==> config.mk <==
export PLATFORM = sky130hd
export DESIGN_NAME = divider_arbiter
export DESIGN_NICKNAME = d
export VERILOG_FILES = /design/src/rtl/divider_arbiter.sv
export SDC_FILE = /design/constraint.sdc
export NUM_CORES = 1
export LEC_CHECK = 0
export ABC_AREA = 1
export CAP_MARGIN = 0
export CORE_MARGIN = 1
export CORE_UTILIZATION = 40
export DETAILED_ROUTE_END_ITERATION = 10
export GPL_TIMING_DRIVEN = 0
export PLACE_DENSITY = 0.79
export SLEW_MARGIN = 20
export SYNTH_ARGS = -nofsm -noshare
export SYNTH_HDL_FRONTEND = slang
export SYNTH_SLANG_ARGS = --single-unit
==> constraint.sdc <==
create_clock -name i_clock -period 1.39 [get_ports i_clock]
set_clock_uncertainty 0.15 [all_clocks]
set_input_delay 0.139 -clock i_clock [delete_from_list [all_inputs] [get_ports i_clock]]
set_output_delay 0.139 -clock i_clock [all_outputs]
set_load 0.005 [all_outputs]
==> src/rtl/divider_arbiter.sv <==
// Round-robin arbiter sharing one sequential divider between REQUESTERS clients, one op in flight.
// Optional DIVIDER_ARBITER_ZERO_CHECK_EN: zero divisors bypass the divider and add o_div_by_zero.
module divider_arbiter #(
    parameter int N          = 4,
    parameter int REQUESTERS = 2
) (
    input  logic                    i_clock,
    input  logic                    i_reset,
    input  logic [REQUESTERS-1:0]   i_request,
    input  logic [REQUESTERS*N-1:0] i_dividend,
    input  logic [REQUESTERS*N-1:0] i_divisor,
    output logic [REQUESTERS-1:0]   o_grant,
    output logic [REQUESTERS-1:0]   o_done,
    output logic [N-1:0]            o_quotient,
    output logic [N-1:0]            o_remainder,
    output logic                    o_busy,
    output logic                    o_div_start,
    output logic [N-1:0]            o_div_dividend,
    output logic [N-1:0]            o_div_divisor,
`ifdef DIVIDER_ARBITER_ZERO_CHECK_EN
    output logic                    o_div_by_zero,
`endif
    input  logic                    i_div_finished,
    input  logic [N-1:0]            i_div_quotient,
    input  logic [N-1:0]            i_div_remainder
);

    localparam int REQ_W = (REQUESTERS > 1) ? $clog2(REQUESTERS) : 1;

    typedef enum logic [2:0] {
        ST_IDLE   = 3'd0,
        ST_LAUNCH = 3'd1,
        ST_ARM    = 3'd2,
        ST_WAIT   = 3'd3,
        ST_DONE   = 3'd4
    } state_t;

    state_t                  state_r, state_s;
    logic [REQ_W-1:0]        last_r, last_s;
    logic [REQUESTERS-1:0]   grant_r, grant_s;
    logic [REQUESTERS-1:0]   done_r, done_s;
    logic [N-1:0]            quot_r, quot_s;
    logic [N-1:0]            rem_r, rem_s;
    logic [N-1:0]            dd_r, dd_s;
    logic [N-1:0]            ds_r, ds_s;
    logic                    busy_r, start_r;
    logic                    dbz_r, dbz_s;
    logic                    found_s;
    logic [REQ_W-1:0]        win_s, cand_s;
    logic [REQUESTERS-1:0]   win_onehot_s;
    logic [N-1:0]            sel_dd_s, sel_ds_s;

    // Round-robin search starting just after the last served client; selects its operands.
    always_comb begin
        found_s  = 1'b0;
        win_s    = last_r;
        cand_s   = last_r;
        sel_dd_s = {N{1'b0}};
        sel_ds_s = {N{1'b0}};
        for (int k = 1; k <= REQUESTERS; k++) begin
            cand_s = REQ_W'((int'(last_r) + k) % REQUESTERS);
            if (!found_s && i_request[cand_s]) begin
                found_s = 1'b1;
                win_s   = cand_s;
            end else begin
                found_s = found_s;
            end
        end
        for (int k = 0; k < REQUESTERS; k++) begin
            if (win_s == REQ_W'(k)) begin
                sel_dd_s = i_dividend[k*N +: N];
                sel_ds_s = i_divisor[k*N +: N];
            end else begin
                sel_dd_s = sel_dd_s;
            end
        end
        win_onehot_s = {{(REQUESTERS-1){1'b0}}, 1'b1} << win_s;
    end

    // Next-state and next-output logic; every output is registered from these values.
    always_comb begin
        state_s = state_r;
        last_s  = last_r;
        grant_s = grant_r;
        done_s  = {REQUESTERS{1'b0}};
        quot_s  = quot_r;
        rem_s   = rem_r;
        dd_s    = dd_r;
        ds_s    = ds_r;
        dbz_s   = 1'b0;
        case (state_r)
            ST_IDLE: begin
                if (found_s) begin
                    last_s  = win_s;
                    grant_s = win_onehot_s;
                    dd_s    = sel_dd_s;
                    ds_s    = sel_ds_s;
`ifdef DIVIDER_ARBITER_ZERO_CHECK_EN
                    if (sel_ds_s == {N{1'b0}}) begin
                        state_s = ST_DONE;
                        quot_s  = {N{1'b1}};
                        rem_s   = sel_dd_s;
                        done_s  = win_onehot_s;
                        dbz_s   = 1'b1;
                    end else begin
                        state_s = ST_LAUNCH;
                    end
`else
                    state_s = ST_LAUNCH;
`endif
                end else begin
                    grant_s = {REQUESTERS{1'b0}};
                end
            end
            ST_LAUNCH: state_s = ST_ARM;
            // A finished seen here belongs to the previous operation.
            ST_ARM:    state_s = ST_WAIT;
            ST_WAIT: begin
                if (i_div_finished) begin
                    quot_s  = i_div_quotient;
                    rem_s   = i_div_remainder;
                    done_s  = grant_r;
                    state_s = ST_DONE;
                end else begin
                    state_s = ST_WAIT;
                end
            end
            ST_DONE: begin
                grant_s = {REQUESTERS{1'b0}};
                state_s = ST_IDLE;
            end
            default: begin
                grant_s = {REQUESTERS{1'b0}};
                state_s = ST_IDLE;
            end
        endcase
    end

    // State and output registers with synchronous reset.
    always_ff @(posedge i_clock) begin
        if (i_reset) begin
            state_r <= ST_IDLE;
            last_r  <= REQ_W'(REQUESTERS - 1);
            grant_r <= {REQUESTERS{1'b0}};
            done_r  <= {REQUESTERS{1'b0}};
            quot_r  <= {N{1'b0}};
            rem_r   <= {N{1'b0}};
            dd_r    <= {N{1'b0}};
            ds_r    <= {N{1'b0}};
            busy_r  <= 1'b0;
            start_r <= 1'b0;
            dbz_r   <= 1'b0;
        end else begin
            state_r <= state_s;
            last_r  <= last_s;
            grant_r <= grant_s;
            done_r  <= done_s;
            quot_r  <= quot_s;
            rem_r   <= rem_s;
            dd_r    <= dd_s;
            ds_r    <= ds_s;
            busy_r  <= (state_s != ST_IDLE);
            start_r <= (state_s == ST_LAUNCH);
            dbz_r   <= dbz_s;
        end
    end

    assign o_grant        = grant_r;
    assign o_done         = done_r;
    assign o_quotient     = quot_r;
    assign o_remainder    = rem_r;
    assign o_busy         = busy_r;
    assign o_div_start    = start_r;
    assign o_div_dividend = dd_r;
    assign o_div_divisor  = ds_r;
`ifdef DIVIDER_ARBITER_ZERO_CHECK_EN
    assign o_div_by_zero  = dbz_r;
`else
    logic unused_dbz_s;
    assign unused_dbz_s   = dbz_r;
`endif

endmodule

Word-level counts from Yosys, hierarchy flattened
Cells that the tools add are included.
W data, S select, Z words.
{"block": "op_classes", "n_reduce_logical": 8, "eq_ne": 4, "addsub": 2, "n_bitwise": 2, "mux": 15, "n_shift": 1, "magnitude_cmp": 2}
{"cell": "$pmux W3 S4", "count": 1}
{"cell": "$mux W1", "count": 8}
{"cell": "$mux W4", "count": 2}
{"cell": "$eq A3 B1 Y1 const B", "count": 2}
{"cell": "$eq A3 B2 Y1 const B", "count": 2}
{"cell": "$mux W3", "count": 2}
{"cell": "$reduce_or A3 Y1", "count": 2}
{"cell": "$lt A1 B2 Y1 const B", "count": 2}
{"cell": "$pmux W2 S2", "count": 1}
{"cell": "$reduce_and A2 Y1", "count": 2}
{"cell": "$logic_not A3 Y1", "count": 1}
{"cell": "$reduce_bool A3 Y1", "count": 1}
{"cell": "$add A1 B1 Y1 const B", "count": 2}
{"cell": "$mux W2", "count": 1}
{"cell": "$not A1 Y1", "count": 2}
{"cell": "$shl A1 B1 Y2 const A", "count": 1}
{"cell": "$logic_and A1 B1 Y1", "count": 1}
{"cell": "$logic_not A1 Y1", "count": 1}
{"block": "word_totals", "wordCells": 44, "out_inout_bits": 22, "in_bits": 29, "reg_bits": 26}

Depth between registers and ports, before layout
Gate-level depths: netlist of run 1.
{"block": "depth", "depth_word": 10, "ltp_mapped": 6, "ltp_nobuf": 6}

Worst setup path after synthesis of run 1
OpenSTA, ideal clock, no wires.
{"block": "synth_timing", "kind": "flip-flop to flip-flop", "from": "register state_r[1]", "to": "register quot_r[0], in the netlist o_quotient[0]", "arrival_ps": 974, "setup_slack_ps": 150, "synth_period_minus_slack_ps": 1240, "stages_incl_launch_ff": 7, "cell_sequence": "dfxtp_1 > inv_2 > nor3_4 > inv_2 > buf_6 > nor2_2 > nor2_1"}
{"block": "synth_between", "elab_chain_len": 2}
{"item": "start, declared", "line": "38", "text": "state_t state_r, state_s;"}
{"item": "start signal, assigned", "line": "154", "text": "state_r <= state_s;"}
{"item": "$eq A3 B2 Y1", "line": "91", "text": "case (state_r)"}
{"item": "$reduce_and A2 Y1 (no line)"}
{"item": "end signal, assigned", "line": "146", "text": "quot_r <= {N{1'b0}};"}
{"item": "end signal, assigned", "line": "158", "text": "quot_r <= quot_s;"}
{"item": "end, declared", "line": "42", "text": "logic [N-1:0] quot_r, quot_s;"}
Every way passes these cells.
A chain may end at the register's enable or synchronous reset.

Worst setup path in the final report of run 1
{"block": "layout_timing", "from": "register state_r[0]", "to": "register rem_r[0], in the netlist o_remainder[0]"}
{"block": "layout_between", "elab_chain_len": 2}
{"item": "$eq A3 B2 Y1", "line": "91"}
{"item": "$reduce_and A2 Y1 (no line)"}
{"item": "end signal, assigned", "line": "147", "text": "rem_r <= {N{1'b0}};"}
{"item": "end signal, assigned", "line": "159", "text": "rem_r <= rem_s;"}
{"item": "end, declared", "line": "43", "text": "logic [N-1:0] rem_r, rem_s;"}
Every way passes these cells.

==> summary.txt, run 1 <==
Die Y = 54.0 µm
DP Cell Count = 218
layout cells sized above 1 = 0.254
initial antenna violation count = 0
HP Class = primary input to flip-flop
# H-tree levels = 1
mux contribution to synthesized area = 0
Fmax = 780 MHz
CTS sink cnt = 26
die area = 2920 µm²
Slew Limit Fails = 0
Max Cap Violations = 0
Final setup viols = 0
compound-cell area share of the yosys netlist = 0.0994
Seq/Total Area, Yosys = 0.481
detailed placement HPWL = 2140 µm
XOR/XNOR share of the synthesized area = 0
Finished Cell Area = 1700 µm²
Synth Net Count = 167
Post-Syn Instances = 138
Iter 0 DRT Violations = 19
outcome = completed
first drt pass iteration count = 4
DRT antenna net count = 0
PwrDens = 958 nW/µm²
post-synth cell types = 19
Crit Path Max Fanout = 10
WS Path Type = flip-flop to flip-flop
CTS Buf Count = 3
Core Box Area = 2520 µm²
n_diodes = 0
Die X = 54.0 µm
Worst Setup Start Kind = flip-flop
Fin. Hold Viols = 0
Tmin final = 1280 ps
worst-margin pin slew = 519 ps
WL final = 2910 µm
Clk Latency, worst-skew pair = 310 ps
mapped cell area = 1080 µm²
Non-Filler Instances = 227
final worst-path cycle share = 0.922
Root Driver = clkbuf_4
Longest Clk Path Bufs = 2
effective utilization at floorplan = 0.429
Critical Path Sink Type = flip-flop
number of remaining DRC errors = 0
Top Ports = 51
RD Place Congestion = 0.777
Static Leakage = 0.807 nW
CTS tree = yes
Layout area overhead = 57.5%
vias in the first global route = 1067
total power = 1.63 mW
synthesized area per cell = 7.84 µm²
total track usage = 0.196
Nets = 228
Ys Warns = 0
simple-gate portion of the synthesized area = 0.353
CTS clk-pin slew, worst paths = 130 ps
Peak supply drop = 689 µV
first-pass GRT wire length = 4180 µm
vias per cell = 5.15
Avg WL per Cell = 12.8 µm
RSZ-0062 raised after global routing = no
worst path arrival time = 1340 ps
flops & latches, synth = 26
DP Area = 1620 µm²
Via Count = 1170
GRT overflow = 0
Site Rows = 18
largest family of logic cells by synthesized area = simple AND/OR/NAND/NOR gates
# port buffers = 50
largest net degree at the start of global routing = 14
adder-cell area share of the yosys netlist = 0
CP required = 1450 ps
relative slew slack = 0.654
==> power breakdown <==
group	switching (mW)	internal (mW)	leakage [nW]	total, mW
Clock	0.206	0.101	0.0138	0.308
Sequential	0.0388	0.824	0.221	0.863
Combinational	0.237	0.224	0.572	0.462
==> layout by cell type (no fill, tap or decap) <==
cell type,count
inv_1,9
dfxtp_2,20
clkbuf_4,3
buf_2,1
buf_6,1
a31oi_1,2
buf_1,1
nor2_2,8
o21ai_0,11
dfxtp_1,6
nor3_4,1
nor2_1,11
nor3_2,2
inv_2,2
nand2_1,22
buf_4,6
dlymetal6s2s_1,1
clkbuf_1,1
nor2_4,4
clkdlybuf4s50_1,27
nand3_1,20
nand2_2,2
dlygate4sd2_1,22
nand4_1,6
a21oi_1,8
==> repair_timing <==
action / 4_1_cts / 5_1_grt
gates cloned: 0 / 1
setup buffers: 4 / 1
setup endpoints to repair: 29 / 17
hold buffers: 0 / 0
pin swaps: 1 / 3
resized for setup: 40 / 8
==> metrics by stage <==
stage                     worst slack [ps]  hold WS, ps  utilization  setup TNS, ps
after floorplan                        150         59.9            -              0
after global placement                -233          302        0.642          -4040
after detailed placement              -276          306        0.642          -4900
after CTS                             33.7          248        0.661              0
after global routing                  15.0          241        0.676              0
final                                  108          225        0.676              0
==> cell type report <==
cell class / count / area, µm²
fillers: 233 / 818
flip-flops and latches: 26 / 546
multi-input cells: 97 / 513
repair buffers: 55 / 513
inverters: 11 / 41.3
well taps: 30 / 37.5
plain buffers: 5 / 31.3
clock buffers: 3 / 22.5
==> synth_stat cells <==
| master | count | area [µm²] |
|---|---|---|
| nand2_1 | 24 | 90.1 |
| nor2_4 | 2 | 22.5 |
| buf_6 | 1 | 11.3 |
| nor2_2 | 8 | 50.1 |
| nor2_1 | 12 | 45.0 |
| o21ai_0 | 11 | 55.1 |
| dfxtp_1 | 26 | 521 |
| buf_1 | 1 | 3.75 |
| buf_2 | 1 | 5.00 |
| a31oi_1 | 2 | 12.5 |
| nor3_2 | 2 | 20.0 |
| nand3_1 | 20 | 100 |
| inv_1 | 9 | 33.8 |
| buf_4 | 1 | 7.51 |
| nand4_1 | 6 | 37.5 |
| nor3_4 | 1 | 16.3 |
| inv_2 | 2 | 7.51 |
| clkbuf_1 | 1 | 3.75 |
| a21oi_1 | 8 | 40.0 |
==> state kept, by name, summed over array words and instances, names as in the netlist <==
name and flops:
state_r 3, o_grant 2, o_div_divisor 4, o_div_dividend 4, o_div_start 1, o_busy 1
o_quotient 4, last_r 1, o_done 2, o_remainder 4
==> path summary, 6_finish.rpt <==
kind / startpoint / to / slack, ps / cells after the start
max: state_r[0]$_SDFF_PP0_ / o_remainder[0]$_SDFFE_PP0P_ / 110 / 6
min reg2reg: state_r[0]$_SDFF_PP0_ / state_r[1]$_SDFF_PP0_ / 320 / 1
min: i_request[0] / o_div_divisor[0]$_SDFFE_PP0P_ / 220 / 4
max reg2reg: state_r[0]$_SDFF_PP0_ / o_remainder[0]$_SDFFE_PP0P_ / 110 / 6
==> logic make-up (layout without fill, tap and decap cells) <==
logic type             count (synthesis)  count (layout)
AO/OA/AOI/OAI                         21              21
buffers and inverters                 16              74
flip-flops                            26              26
AND/OR/NAND/NOR                       75              76
==> layer usage <==
metal  GRT usage  wire (µm)
met2       0.387       1500
met3      0.0367        199
met1       0.197       1170
met4      0.0769         37
met5           0          0
==> worst max-delay path: stages (launching register included) <==
cell and delay [ps]:
dfxtp_2 370, nand2_1 110, nor3_4 190, inv_2 70, buf_6 160, nor2_4 80, nor2_1 50
No activity file was read; power rests on OpenSTA's default activity.
==> run 2: changes to the inputs <==
- SETUP_SLACK_MARGIN: default -> 0.05
==> summary.txt, run 2 (synthesis results as in run 1) <==
Critical Path Sink Type = flip-flop
reg2reg path depth = 6
Die X = 54.0 µm
vias in the first global route = 1085
worst-margin pin slew = 512 ps
RD Place Congestion = 0.777
min-delay src = i_request[0]
WL final = 2880 µm
hold path cells = 4
first drt pass iteration count = 4
DP Cell Count = 218
commonest cells after routing, fill and taps aside = clkdlybuf4s50_1, dlygate4sd2_1, nand2_1, dfxtp_2, nand3_1
effective utilization at floorplan = 0.429
Final setup viols = 0
Layout area overhead = 57.8%
Avg WL per Cell = 12.7 µm
outcome = completed
n_diodes = 0
vias per cell = 5.08
Crit Path Max Fanout = 10
worst path arrival time = 1330 ps
Worst Setup Start Kind = flip-flop
R2R Setup Slk = 120 ps
Non-Filler Instances = 227
initial antenna violation count = 0
commonest non-fill, non-tap cell in the layout = clkdlybuf4s50_1
Peak supply drop = 685 µV
RSZ-0062 raised after global routing = yes
DRT antenna net count = 0
final hold slack = 232 ps
Die Y = 54.0 µm
# H-tree levels = 1
Static Leakage = 0.807 nW
CTS Buf Count = 3
Site Rows = 18
FF-to-FF End = o_remainder[0]$_SDFFE_PP0P_
Via Count = 1154
CTS sink cnt = 26
PwrDens = 955 nW/µm²
largest net degree at the start of global routing = 14
Nets = 228
Fin. Hold Viols = 0
CTS clk-pin slew, worst paths = 130 ps
first-pass GRT wire length = 4270 µm
CP required = 1450 ps
total track usage = 0.201
Core Box Area = 2520 µm²
final worst-path cycle share = 0.916
# port buffers = 50
Max Cap Violations = 0
Iter 0 DRT Violations = 25
CTS tree = yes
Tmin final = 1270 ps
Clk Latency, worst-skew pair = 310 ps
Root Driver = clkbuf_4
Top Ports = 51
Fmax = 785 MHz
relative slew slack = 0.659
number of remaining DRC errors = 0
Slew Limit Fails = 0
WS Path Type = flip-flop to flip-flop
Reg2Reg Launch Point = state_r[1]$_SDFF_PP0_
HP Class = primary input to flip-flop
Longest Clk Path Bufs = 2
die area = 2920 µm²
detailed placement HPWL = 2140 µm
layout cells sized above 1 = 0.264
GRT overflow = 0
WHS Endpoint = o_div_divisor[0]$_SDFFE_PP0P_
[run 2: changes by cell type in the layout (fill, tap and decap cells not counted)]
cell	change
nand2_1	-1
nand2_2	+1
dfxtp_1	-1
dfxtp_2	+1
[run 2: metrics by stage]
stage	instance area, µm²	utilization	setup WS [ps]	total power, mW	setup TNS (ps)
CTS	1680	0.667	39.9	1.63	0
detailed placement	1620	0.642	-276	1.33	-4900
global placement	1620	0.642	-233	1.31	-4040
floorplan	1080	-	150	1.08	0
finish	1710	0.677	117	1.63	0
global route	1710	0.677	23.3	1.73	0
[run 2: final cells by class]
| cell class | instances | area, µm² |
|---|---|---|
| timing repair buffer | 55 | 513 |
| buffer | 5 | 31.3 |
| fill | 233 | 815 |
| inverter | 11 | 41.3 |
| multi-input combinational | 97 | 515 |
| tap | 30 | 37.5 |
| sequential | 26 | 547 |
| clock buffer | 3 | 22.5 |
[run 2: per-layer routing]
metal	global-route usage	up-vias	part of all wire
met4	0.0855	0	0.0080
li1	-	578	-
met2	0.393	42	0.51
met3	0.0367	5	0.065
met1	0.202	529	0.41
met5	0	-	0
[run 2: worst max path at each step]
stage                          startpoint                             to  slack (ps)  cells past startpoint
CTS                 state_r[1]$_SDFF_PP0_  o_div_divisor[3]$_SDFFE_PP0P_          40                      5
global route                 i_request[1]  o_div_divisor[3]$_SDFFE_PP0P_          20                      7
global placement           i_div_finished     o_quotient[2]$_SDFFE_PP0P_        -230                      7
detailed placement         i_div_finished    o_remainder[0]$_SDFFE_PP0P_        -280                      7
finish              state_r[1]$_SDFF_PP0_    o_remainder[0]$_SDFFE_PP0P_         120                      6
floorplan           state_r[1]$_SDFF_PP0_     o_quotient[0]$_SDFFE_PP0P_         150                      6
[run 2: worst max-delay path, stage by stage (launching register included)]
cell	delay [ps]
dfxtp_2	390
inv_2	60
nor3_4	210
inv_2	70
buf_6	160
nor2_4	80
nor2_1	50
[run 2: where the power goes]
part | switching [mW] | internal [mW] | total, mW
combinational | 0.237 | 0.223 | 0.460
clock | 0.205 | 0.101 | 0.306
sequential | 0.0393 | 0.825 | 0.864
[run 2: timing repair]
item / 4_1_cts / 5_1_grt
hold buffers: 0 / 0
pin swaps: 2 / 3
resized for setup: 42 / 8
setup endpoints to repair: 34 / 23
buffers inserted: 4 / 1
gates cloned: 1 / 0
